[src/rtl/ha1588_axi_master.sv]
// ha1588_axi_master: local-bus to AXI4-Lite master bridge, one outstanding
// transaction, per-channel backpressure, error reporting and hung-slave timeout.
module ha1588_axi_master #(
  parameter int                                C_M_AXI_REG_ADDR_WIDTH = 32,
  parameter int                                C_M_AXI_REG_DATA_WIDTH = 32,
  parameter logic [C_M_AXI_REG_ADDR_WIDTH-1:0] C_BASE_ADDR            = '0,
  parameter int                                C_TIMEOUT              = 255
) (
  input  logic                                  M_AXI_REG_ACLK,
  input  logic                                  M_AXI_REG_ARESETN,
  // local bus
  input  logic                                  up_wr,
  input  logic                                  up_rd,
  input  logic [7:0]                            up_addr,
  input  logic [31:0]                           up_data_wr,
  output logic [31:0]                           up_data_rd,
  output logic                                  up_ack,
  output logic                                  up_err,
  output logic                                  up_busy,
  // write address / data / response
  output logic [C_M_AXI_REG_ADDR_WIDTH-1:0]     M_AXI_REG_AWADDR,
  output logic [2:0]                            M_AXI_REG_AWPROT,
  output logic                                  M_AXI_REG_AWVALID,
  input  logic                                  M_AXI_REG_AWREADY,
  output logic [C_M_AXI_REG_DATA_WIDTH-1:0]     M_AXI_REG_WDATA,
  output logic [C_M_AXI_REG_DATA_WIDTH/8-1:0]   M_AXI_REG_WSTRB,
  output logic                                  M_AXI_REG_WVALID,
  input  logic                                  M_AXI_REG_WREADY,
  input  logic [1:0]                            M_AXI_REG_BRESP,
  input  logic                                  M_AXI_REG_BVALID,
  output logic                                  M_AXI_REG_BREADY,
  // read address / data
  output logic [C_M_AXI_REG_ADDR_WIDTH-1:0]     M_AXI_REG_ARADDR,
  output logic [2:0]                            M_AXI_REG_ARPROT,
  output logic                                  M_AXI_REG_ARVALID,
  input  logic                                  M_AXI_REG_ARREADY,
  input  logic [C_M_AXI_REG_DATA_WIDTH-1:0]     M_AXI_REG_RDATA,
  input  logic [1:0]                            M_AXI_REG_RRESP,
  input  logic                                  M_AXI_REG_RVALID,
  output logic                                  M_AXI_REG_RREADY
);

  // Abort fires on the edge where the counter would reach C_TIMEOUT.
  localparam bit          TO_EN   = (C_TIMEOUT != 0);
  localparam logic [15:0] TO_LAST = TO_EN ? 16'(C_TIMEOUT - 1) : 16'd0;

  typedef enum logic [2:0] {IDLE, WR_ADDR_DATA, WR_RESP, RD_ADDR, RD_RESP} state_t;

  state_t                              state, state_nxt;
  logic                                aw_done, w_done;
  logic [15:0]                         cnt;
  logic [C_M_AXI_REG_ADDR_WIDTH-1:0]   addr_q;
  logic [C_M_AXI_REG_DATA_WIDTH-1:0]   wdata_q;
  logic [31:0]                         rdata_q;
  logic                                ack_q, err_q;
  logic                                ack_nxt, err_nxt, rd_cap;
  logic                                accept, timeout;
  logic                                aw_hs, w_hs, b_hs, ar_hs, r_hs;

  // VALIDs come straight from registered state, never from READY.
  assign M_AXI_REG_AWVALID = (state == WR_ADDR_DATA) && !aw_done;
  assign M_AXI_REG_WVALID  = (state == WR_ADDR_DATA) && !w_done;
  assign M_AXI_REG_BREADY  = (state == WR_RESP);
  assign M_AXI_REG_ARVALID = (state == RD_ADDR);
  assign M_AXI_REG_RREADY  = (state == RD_RESP);

  assign M_AXI_REG_AWADDR  = addr_q;
  assign M_AXI_REG_ARADDR  = addr_q;
  assign M_AXI_REG_AWPROT  = 3'b000;
  assign M_AXI_REG_ARPROT  = 3'b000;
  assign M_AXI_REG_WDATA   = wdata_q;
  assign M_AXI_REG_WSTRB   = '1;

  assign up_data_rd = rdata_q;
  assign up_ack     = ack_q;
  assign up_err     = err_q;
  assign up_busy    = (state != IDLE);

  assign aw_hs   = M_AXI_REG_AWVALID && M_AXI_REG_AWREADY;
  assign w_hs    = M_AXI_REG_WVALID  && M_AXI_REG_WREADY;
  assign b_hs    = M_AXI_REG_BREADY  && M_AXI_REG_BVALID;
  assign ar_hs   = M_AXI_REG_ARVALID && M_AXI_REG_ARREADY;
  assign r_hs    = M_AXI_REG_RREADY  && M_AXI_REG_RVALID;
  assign accept  = (state == IDLE) && (up_wr || up_rd);
  assign timeout = TO_EN && (state != IDLE) && (cnt == TO_LAST);

  // Next-state and completion strobes; timeout overrides any channel progress.
  always_comb begin
    state_nxt = state;
    ack_nxt   = 1'b0;
    err_nxt   = 1'b0;
    rd_cap    = 1'b0;
    case (state)
      IDLE: begin
        if (up_wr)      state_nxt = WR_ADDR_DATA;
        else if (up_rd) state_nxt = RD_ADDR;
      end
      WR_ADDR_DATA: begin
        if ((aw_done || aw_hs) && (w_done || w_hs)) state_nxt = WR_RESP;
      end
      WR_RESP: begin
        if (b_hs) begin
          state_nxt = IDLE;
          ack_nxt   = 1'b1;
          err_nxt   = (M_AXI_REG_BRESP != 2'b00);
        end
      end
      RD_ADDR: begin
        if (ar_hs) state_nxt = RD_RESP;
      end
      RD_RESP: begin
        if (r_hs) begin
          state_nxt = IDLE;
          ack_nxt   = 1'b1;
          err_nxt   = (M_AXI_REG_RRESP != 2'b00);
          rd_cap    = 1'b1;
        end
      end
      default: state_nxt = IDLE;
    endcase
    if (timeout) begin
      state_nxt = IDLE;
      ack_nxt   = 1'b1;
      err_nxt   = 1'b1;
      rd_cap    = 1'b0;
    end
  end

  // State, channel-done flags, timeout counter and latched request/response data.
  always_ff @(posedge M_AXI_REG_ACLK or negedge M_AXI_REG_ARESETN) begin
    if (!M_AXI_REG_ARESETN) begin
      state   <= IDLE;
      aw_done <= 1'b0;
      w_done  <= 1'b0;
      cnt     <= '0;
      addr_q  <= '0;
      wdata_q <= '0;
      rdata_q <= '0;
      ack_q   <= 1'b0;
      err_q   <= 1'b0;
    end else begin
      state <= state_nxt;
      ack_q <= ack_nxt;
      err_q <= err_nxt;
      if (accept) begin
        aw_done <= 1'b0;
        w_done  <= 1'b0;
        cnt     <= '0;
        addr_q  <= C_BASE_ADDR | C_M_AXI_REG_ADDR_WIDTH'(up_addr);
        if (up_wr) wdata_q <= C_M_AXI_REG_DATA_WIDTH'(up_data_wr);
      end else begin
        if (aw_hs) aw_done <= 1'b1;
        if (w_hs)  w_done  <= 1'b1;
        if (state != IDLE) cnt <= cnt + 16'd1;
      end
      if (rd_cap) rdata_q <= 32'(M_AXI_REG_RDATA);
    end
  end

endmodule

[config.mk]
export PLATFORM = sky130hd
export DESIGN_NAME = ha1588_axi_master
export DESIGN_NICKNAME = d
export VERILOG_FILES = /design/src/rtl/ha1588_axi_master.sv
export SDC_FILE = /design/constraint.sdc
export NUM_CORES = 1
export LEC_CHECK = 0
export CAP_MARGIN = 20
export CORE_MARGIN = 3
export CORE_UTILIZATION = 40
export CTS_CLUSTER_SIZE = 16
export DETAILED_ROUTE_END_ITERATION = 6
export PLACE_DENSITY = 0.81
export SLEW_MARGIN = 20
export SYNTH_ARGS = -nofsm -noshare
export SYNTH_HDL_FRONTEND = slang
export SYNTH_SLANG_ARGS = --single-unit
[constraint.sdc]
create_clock -name M_AXI_REG_ACLK -period 2.85 [get_ports M_AXI_REG_ACLK]
set_clock_uncertainty 0.1 [all_clocks]
set_input_delay 0.57 -clock M_AXI_REG_ACLK [delete_from_list [all_inputs] [get_ports M_AXI_REG_ACLK]]
set_output_delay 0.57 -clock M_AXI_REG_ACLK [all_outputs]
set_load 0.05 [all_outputs]
==> flow_summary.json <==
{
  "status": "complete, no violations",
  "cp_data_required_time_ns": 2.18,
  "p_leak_nw": 2.81,
  "r2r_setup_slack_ns": 0.50,
  "r2r-end": "up_data_rd[14]",
  "n_fill_cell": 880,
  "hp-class": "in -> async",
  "r2r_cells": 7,
  "pre_cts_ws_ns": 0.465,
  "clkTransAtPathRegs_ns": 0.09,
  "syn_area_sq_um": 4420,
  "first_pass_iters": 4,
  "antenna_found_initial": 0,
  "core_sq_um": 10600,
  "powerDensity_nw_per_um2": 1270,
  "tightest_slew_ns": 0.683,
  "insertion_delay_ns": 0.36,
  "start_util": 0.419,
  "yosysTopAreaCell": "dfrtp_1",
  "drv_cap": 0,
  "finalHoldViolations": 0,
  "cts_htree_levels": 3,
  "worstSetupStartpointType": "flip-flop",
  "async_reset_ff_frac": 1.00,
  "io_buffers": 172,
  "grt_overflow": 0,
  "switching_share": 0.492,
  "slew_headroom": 0.543,
  "fin_crit_sh": 0.945,
  "io_pins": 231,
  "ctsHoldBuffers": 0,
  "synth.distinct_cells": 36,
  "power_frac_clock": 0.112,
  "yosysSeqAreaShare": 0.537,
  "final_nets": 624,
  "cts_tree": "yes",
  "syn_to_final_growth_pct": 39.9,
  "cts_num_sinks": 95,
  "crit_type": "reg -> out",
  "post_cts_buffers": 0,
  "drv_slew": 0,
  "gp_congestion": 0.785,
  "routed_wl_um": 9790,
  "vias": 3104,
  "ys_top_cells_by_area": "dfrtp_1 (54%), mux2_2 (16%), buf_4 (12%)",
  "synth_top_area_share": 0.537,
  "pwr-share-seq": 0.288,
  "grt_usage": 0.159,
  "fin_crit_ns": 2.69,
  "drt-vias-per-instance": 4.60,
  "setup_viol": 0,
  "avgSynthCellArea_sq_um": 12.0,
  "die_area_sq_um": 12400,
  "worst_slack_ns": 0.158,
  "drtIter0Drc": 48,
  "yosysMostFrequentCell": "dfrtp_1",
  "setup-tns-final_ns": 0,
  "drive_gt1_frac": 0.165,
  "p_int_mw": 3.98,
  "power.share.combinational": 0.601,
  "ant_nets": 0,
  "ys_top_cells_by_count": "dfrtp_1 (95), buf_4 (70), mux2_2 (63)",
  "syn_inst": 370,
  "cts_root_buf": "clkbuf_8",
  "synth_warnings": 0,
  "grt_pass1_vias": 3220,
  "synth_ff_type": "dfrtp_1",
  "rsz0062_at_grt": "false",
  "synth_edf_count": 0,
  "cts_buffers": 9,
  "p_sw_mw": 3.85,
  "dp_hpwl_um": 7550,
  "fmax_mhz": 371,
  "die_h_um": 111,
  "grt_max_degree": 52,
  "drc": 0,
  "std_cell_rows": 37,
  "grt_pass1_wl_um": 15800,
  "timing.rr.start": "cnt[0]",
  "arrival_ns": 2.02,
  "end_kind": "primary output",
  "wire_per_inst_um": 14.5,
  "worst-path-max-fanout": 9,
  "die_x_um": 111,
  "ys_ff_latch": 95,
  "clk_path_buf_depth": 2,
  "ir_drop_mv": 0.773,
  "antenna-diode-count": 0
}
[sequential cells by signal, summed over array words and instances (netlist names)]
signal and count:
up_err 1, state 3, cnt 16, up_data_rd 32, up_ack 1, M_AXI_REG_WDATA 32
w_done 1, M_AXI_REG_ARADDR 8, aw_done 1
[cells in the final DEF, fill, tap and decap left out, types with 4 or more instances in the layout]
cell type	instances
o211ai_1	4
dfrtp_1	95
buf_4	4
clkbuf_8	11
mux2_2	63
nand4_1	4
conb_1	58
nand2_1	44
a21oi_1	7
clkdlybuf4s50_1	170
and2_1	5
mux2i_1	7
nor2_1	12
o21ai_0	10
inv_1	4
nand3_1	6
[critical path, cell delays in order, from the launching register on]
cell and delay, ns:
dfrtp_1 0.49, nor3_2 0.32, clkinv_1 0.13, clkdlybuf4s50_1 0.72
[per-layer routing]
layer | wire (um) | part of all wire | GRT usage | up-vias
met5 | 0 | 0 | 0 | -
met4 | 211 | 0.022 | 0.0535 | 0
met3 | 1060 | 0.11 | 0.0835 | 17
met2 | 5010 | 0.51 | 0.266 | 137
met1 | 3510 | 0.36 | 0.174 | 1486
li1 | - | - | - | 1464
[kinds of logic after synthesis]
group           Yosys count  synth area share
flops                    95             0.537
compound gates           30            0.0424
mux                      71             0.179
simple gates             88            0.0976
buf+inv                  82             0.137
other cells               2           0.00170
fa+ha+maj                 2           0.00566
[cell type report]
type	count	area (sq um)	share of cell area
Sequential cell	95	2380	0.384
Timing Repair Buffer	177	1780	0.288
Multi-Input combinational cell	249	1650	0.267
Tap cell	136	170	0.0275
Clock buffer	12	155	0.0251
Clock inverter	1	30.0	0.00485
Inverter	5	18.8	0.00303
[stage by stage]
step	hold slack (ns)	area [sq um]	util	cells	power [mW]
2_1_floorplan	0.174	4630	-	426	5.55
3_3_place_gp	0.359	6000	0.569	662	6.93
3_5_place_dp	0.372	6000	0.569	662	7.03
4_1_cts	0.0979	6190	0.586	675	7.92
5_1_grt	0.120	6190	0.586	675	8.23
6_report	0.104	6190	0.586	675	7.83
[timing repair]
| item | in CTS | in global routing |
|---|---|---|
| endpoints found under the hold margin | 0 | 0 |
| endpoints found under the setup margin | 0 | 1 |
| gates resized for setup | 0 | 1 |
[how the worst max path moves through the flow]
stage / startpoint / end / slack (ns)
after CTS: state[1] / M_AXI_REG_ARVALID / 0.05
after global routing: state[1] / up_busy / 0.008
after detailed placement: state[1] / M_AXI_REG_ARVALID / 0.47
final: state[1] / up_busy / 0.16
after global placement: up_wr / M_AXI_REG_WDATA[12] / 0.50
after floorplan: state[0] / M_AXI_REG_WDATA[10] / 0.49
[power groups by stage]
stage                     combinational, mW  clock [mW]  sequential (mW)
after CTS                              4.76       0.908             2.26
after detailed placement               4.74           0             2.29
after global routing                   4.92       0.973             2.33
after global placement                 4.69           0             2.24
after floorplan                        1.56           0             3.98
final                                  4.71       0.875             2.25
(Power assumes the default switching activity.)
